### src/rtl/matrix_vector_mac_seq.sv
// Sequential DIM x DIM signed fixed-point matrix * vector unit, one shared MAC per cycle.
// Optional macro MATRIX_VECTOR_MAC_SATURATE_EN selects saturating product/accumulate instead of wrap.
module matrix_vector_mac_seq #(
    parameter int WIDTH = 32,
    parameter int FRAC  = 16,
    parameter int DIM   = 4
) (
    input  logic                       i_clk,
    input  logic                       i_reset,
    input  logic                       i_valid,
    output logic                       o_ready,
    input  logic [DIM*DIM*WIDTH-1:0]   i_matrix,
    input  logic [DIM*WIDTH-1:0]       i_vector,
    output logic                       o_valid,
    input  logic                       i_ready,
    output logic [DIM*WIDTH-1:0]       o_vector
);

    localparam int IDX_W = (DIM > 1) ? $clog2(DIM) : 1;
    localparam logic [IDX_W-1:0] LAST = IDX_W'(DIM - 1);

    generate
        if (FRAC < 0 || FRAC >= WIDTH || DIM < 1) begin : g_bad_params
            $error("matrix_vector_mac_seq: illegal WIDTH/FRAC/DIM combination");
        end
    endgenerate

    typedef enum logic [1:0] {IDLE, RUN, DONE} state_t;

    state_t                  state_q, state_d;
    logic [IDX_W-1:0]        r_q, r_d, c_q, c_d;
    logic signed [WIDTH-1:0] acc_q, acc_d;
    logic [WIDTH-1:0]        m_q [DIM][DIM];
    logic [WIDTH-1:0]        m_d [DIM][DIM];
    logic [WIDTH-1:0]        v_q [DIM];
    logic [WIDTH-1:0]        v_d [DIM];
    logic [WIDTH-1:0]        out_q [DIM];
    logic [WIDTH-1:0]        out_d [DIM];

    logic signed [2*WIDTH-1:0] a_ext, b_ext, prod;
    logic signed [WIDTH-1:0]   term, acc_sum;

    // Operands are sign-extended to full product width so the multiply is exact.
    always_comb begin
        a_ext = {{WIDTH{m_q[r_q][c_q][WIDTH-1]}}, m_q[r_q][c_q]};
        b_ext = {{WIDTH{v_q[c_q][WIDTH-1]}}, v_q[c_q]};
        prod  = a_ext * b_ext;
    end

`ifdef MATRIX_VECTOR_MAC_SATURATE_EN
    localparam logic signed [2*WIDTH-1:0] P_MAX = {{(WIDTH+1){1'b0}}, {(WIDTH-1){1'b1}}};
    localparam logic signed [2*WIDTH-1:0] P_MIN = {{(WIDTH+1){1'b1}}, {(WIDTH-1){1'b0}}};
    localparam logic signed [WIDTH-1:0]   W_MAX = {1'b0, {(WIDTH-1){1'b1}}};
    localparam logic signed [WIDTH-1:0]   W_MIN = {1'b1, {(WIDTH-1){1'b0}}};

    logic signed [2*WIDTH-1:0] prod_sh;
    logic [WIDTH:0]            sum_ext;

    always_comb begin
        prod_sh = prod >>> FRAC;
        if (prod_sh > P_MAX)      term = W_MAX;
        else if (prod_sh < P_MIN) term = W_MIN;
        else                      term = prod_sh[WIDTH-1:0];
        sum_ext = {acc_q[WIDTH-1], acc_q} + {term[WIDTH-1], term};
        if (sum_ext[WIDTH] != sum_ext[WIDTH-1]) acc_sum = sum_ext[WIDTH] ? W_MIN : W_MAX;
        else                                    acc_sum = sum_ext[WIDTH-1:0];
    end
`else
    always_comb begin
        term    = WIDTH'(prod >>> FRAC);
        acc_sum = acc_q + term;
    end
`endif

    always_comb begin
        state_d = state_q;
        r_d     = r_q;
        c_d     = c_q;
        acc_d   = acc_q;
        m_d     = m_q;
        v_d     = v_q;
        out_d   = out_q;
        case (state_q)
            IDLE: begin
                if (i_valid) begin
                    for (int unsigned r = 0; r < DIM; r++) begin
                        v_d[r] = i_vector[r*WIDTH +: WIDTH];
                        for (int unsigned c = 0; c < DIM; c++)
                            m_d[r][c] = i_matrix[(r*DIM+c)*WIDTH +: WIDTH];
                    end
                    r_d     = '0;
                    c_d     = '0;
                    acc_d   = '0;
                    state_d = RUN;
                end
            end
            RUN: begin
                if (c_q == LAST) begin
                    out_d[r_q] = acc_sum;
                    acc_d      = '0;
                    c_d        = '0;
                    r_d        = r_q + IDX_W'(1);
                    if (r_q == LAST) begin
                        r_d     = '0;
                        state_d = DONE;
                    end
                end else begin
                    acc_d = acc_sum;
                    c_d   = c_q + IDX_W'(1);
                end
            end
            DONE: begin
                if (i_ready) state_d = IDLE;
            end
            default: state_d = IDLE;
        endcase
    end

    always_ff @(posedge i_clk or posedge i_reset) begin
        if (i_reset) begin
            state_q <= IDLE;
            r_q     <= '0;
            c_q     <= '0;
            acc_q   <= '0;
            m_q     <= '{default: '0};
            v_q     <= '{default: '0};
            out_q   <= '{default: '0};
        end else begin
            state_q <= state_d;
            r_q     <= r_d;
            c_q     <= c_d;
            acc_q   <= acc_d;
            m_q     <= m_d;
            v_q     <= v_d;
            out_q   <= out_d;
        end
    end

    assign o_ready = (state_q == IDLE);
    assign o_valid = (state_q == DONE);

    generate
        for (genvar g = 0; g < DIM; g++) begin : g_out
            assign o_vector[g*WIDTH +: WIDTH] = out_q[g];
        end
    endgenerate

endmodule

### config.mk
export PLATFORM = sky130hd
export DESIGN_NAME = matrix_vector_mac_seq
export DESIGN_NICKNAME = d
export VERILOG_FILES = /design/src/rtl/matrix_vector_mac_seq.sv
export SDC_FILE = /design/constraint.sdc
export NUM_CORES = 2
export LEC_CHECK = 0
export CAP_MARGIN = 15
export CORE_MARGIN = 4
export CORE_UTILIZATION = 25
export CTS_CLUSTER_SIZE = 24
export DETAILED_ROUTE_END_ITERATION = 16
export PLACE_DENSITY_LB_ADDON = 0.08
export SLEW_MARGIN = 30
export SYNTH_ARGS = -nofsm -noshare
export SYNTH_HDL_FRONTEND = slang
export SYNTH_SLANG_ARGS = --single-unit
### constraint.sdc
create_clock -name i_clk -period 30.2 [get_ports i_clk]
set_input_delay 3.02 -clock i_clk [delete_from_list [all_inputs] [get_ports i_clk]]
set_output_delay 3.02 -clock i_clk [all_outputs]
set_load 0.005 [all_outputs]
==> run_results.csv <==
group,metric,value,unit
status,outcome,"finished, final reports clean",
sta,report.final.slew_viol_count,0,
floorplanning,die_area,265900,sq um
cells_and_area,fill_cells,26370,
cts,clk_latency,750,ps
cts,cts_max_level,3,
logic_synthesis,async_reset_ff_share,100.0,%
placed_design,dp_hpwl,219200,microns
logic_synthesis,netlist_instances,5826,
cts,root_buffer,"clkbuf_16",
logic_synthesis,ys_seq_elements,806,
grt,overflow,0,
cells_and_area,area_growth,23.86,%
cells_and_area,layout_common_cells,"841 x inv_1, 839 x fa_1, 802 x dfrtp_1",
grt,grt_util_all_layers,20.40,%
cells_and_area,nets,8182,
placed_design,dpl_cell_area,76370,sq um
cts,clk_pin_slew,60,ps
logic_synthesis,synth_area_leaders,"dfrtp_1 31%, fa_1 26%, mux2_2 12%, inv_1 4.9%, mux4_2 4.4%",
sta,worst_pin_slew,1038,ps
logic_synthesis,ys_seq_area_share,31.31,%
critical_path,worst_ep_arrival_time,14800,ps
critical_path,worst-path-max-fanout,78,
logic_synthesis,synth-edff-count,0,
grt,grt_first_pass_wirelength,387600,microns
sta,fmax,70.67,MHz
critical_path,start_kind,"flop",
cells_and_area,final_layout_size_suffix_gt1_share,17.32,%
route,drt_first_pass_iters,5,
grt,grt_max_degree,164,
route,drt_iter0_markers,2743,
critical_path,critPathKind,"reg -> reg",
route,postRouteAntennaNets,0,
cts,max-clock-path-buffers,3,
logic_synthesis,synthDistinctLibCells,60,
logic_synthesis,yosysTopAreaCell,"dfrtp_1",
cts,hold_buffers,0,
critical_path,r2r_cells,35,
sta,hold_viol,0,
critical_path,path_buf_inv,6,
cts,cts_tree,"built",
critical_path,cpPeakStageDelay,900,ps
critical_path,crit_path_frequent_cell,"fa_1",
route,routedWlPerCell,27.11,microns
critical_path,crit_family,"adder cells",
critical_path,worst-path-stages,35,
floorplanning,num_rows,186,
grt,antenna_found_initial,162,
cts,cts.sinks,806,
logic_synthesis,syn_nets,7512,
sta,fin_setup_tns,0,ps
floorplanning,io_pins,774,
worst_hold_path,whs_path_depth,2,
sta,fin_skew,49.41,ps
route,drcViolationCount,0,
worst_hold_path,hold_class,"reg -> reg",
sta,maxSlewHeadroom,30.81,%
floorplanning,core_area,256700,sq um
cells_and_area,final_area,79790,sq um
sta,setup_viol,0,
route,vias,46000,
floorplanning,fp.dieW,515.6,microns
route,vias_per_cell,4.596,
placed_design,io_buffers,773,
logic_synthesis,yosysWarnings,0,
grt,grt_pass1_vias,50180,
cts,post_cts_buffers,0,
floorplanning,die_h,515.6,microns
sta,fin_ws,16050,ps
job,cap_violations,0,
cells_and_area,mostFrequentLayoutCell,"inv_1",
logic_synthesis,synthesis.area,64420,sq um
placed_design,routabilityCongestion,0.8440,
critical_path,cp_data_required_time,30850,ps
placed_design,place_ws,15990,ps
critical_path,worstSetupEndpointType,"flop",
sta,period_needed,14150,ps
logic_synthesis,syn-mean-instance-area,11.06,sq um
cts,cts_resized,0,
critical_path,rrSetupSlack,16050,ps
cells_and_area,fin_util,31.08,%
critical_path,cp_slowest_cell,"dfrtp_4",
sta,rsz0062_at_grt,"no",
logic_synthesis,ys.flop_type,"dfrtp_1",
cts,cts_buffers,98,
floorplanning,initial_core_util,25.10,%
route,drt_wl_total,271300,microns
cells_and_area,register_area,20180,sq um
cells_and_area,multi_input_area,40100,sq um
sta,period_share,46.86,%
logic_synthesis,synth_top_area_share,31.31,%
## synth_stat cells, drive strengths merged, types with 3 or more instances
library cell  count
inv             844
fa              839
dfrtp           806
nand2           685
mux2            671
nor2            519
clkbuf          276
o21ai           233
ha              203
mux4            126
a21oi            78
mux2i            75
xnor2            52
a21o             46
buf              44
o21a             35
nand3            34
xor2             34
and2             24
nand4            19
nor2b            17
a22oi            16
nand2b           13
o21bai           12
or2              12
o31ai            11
o211ai            9
a22o              8
and3              8
nor3              8
xnor3             8
a211oi            7
a31oi             7
o22ai             6
a221oi            5
a311oi            4
a41o              4
a221o             3
nor4              3
## cell families (layout without fill, tap and decap cells)
group / Yosys count / after routing / share of synthesized area (%)
compound gates: 502 / 502 / 4.745
xor+xnor: 94 / 94 / 1.449
fa+ha+maj: 1042 / 1042 / 30.02
buf+inv: 1165 / 1915 / 6.872
flops: 806 / 806 / 31.31
mux: 872 / 872 / 17.30
other cells: 0 / 49 / 0
simple gates: 1345 / 1345 / 8.307
## state kept, by name, summed over array words and instances (netlist names)
| signal | count |
|---|---|
| m_q | 512 |
| o_vector | 128 |
| v_q | 128 |
| acc_q | 32 |
| c_q | 2 |
| r_q | 2 |
| state_q | 2 |
## worst paths after layout
check | from | endpoint
setup reg to reg | r_q[0] | o_vector[126]
setup / recovery | r_q[0] | o_vector[126]
hold / removal | o_vector[108] | o_vector[108]
hold reg to reg | o_vector[108] | o_vector[108]
min in group asynchronous | i_reset | m_q[489]
max in group asynchronous | i_reset | m_q[90]
## per-layer routing
layer | routed length (microns) | global-route usage (%) | vias up | part of all wire [%]
li1 | - | - | 20060 | -
met1 | 117800 | 27.20 | 24170 | 43
met2 | 127300 | 33.20 | 1269 | 47
met3 | 20930 | 6.056 | 363 | 7.7
met4 | 4299 | 3.322 | 144 | 1.6
met5 | 964 | 0 | - | 0.36
## tightest hold or removal path, cell delays in order (launching register included)
cell,delay (ps)
dfrtp_1,340
nand2_1,50
o21ai_0,60
## cell type report
cell class	instances	share of cell area [%]
multi-input combinational	3855	50.26
sequential	806	25.30
timing repair buffer	890	10.96
tap	3384	5.307
inverter	845	3.985
clock buffer	162	3.803
clock inverter	18	0.2337
antenna	49	0.1537
## through the flow
stage / hold WS, ps / cells
6_report: 479.1 / 10010
5_1_grt: 503.0 / 9964
4_1_cts: 483.0 / 9957
3_5_place_dp: 469.8 / 9777
3_3_place_gp: 464.3 / 9775
2_1_floorplan: 456.3 / 5826
Power is left out: the tool's default activity adds up to more than one toggle a clock period on the data nets, which glitch-free logic cannot reach.
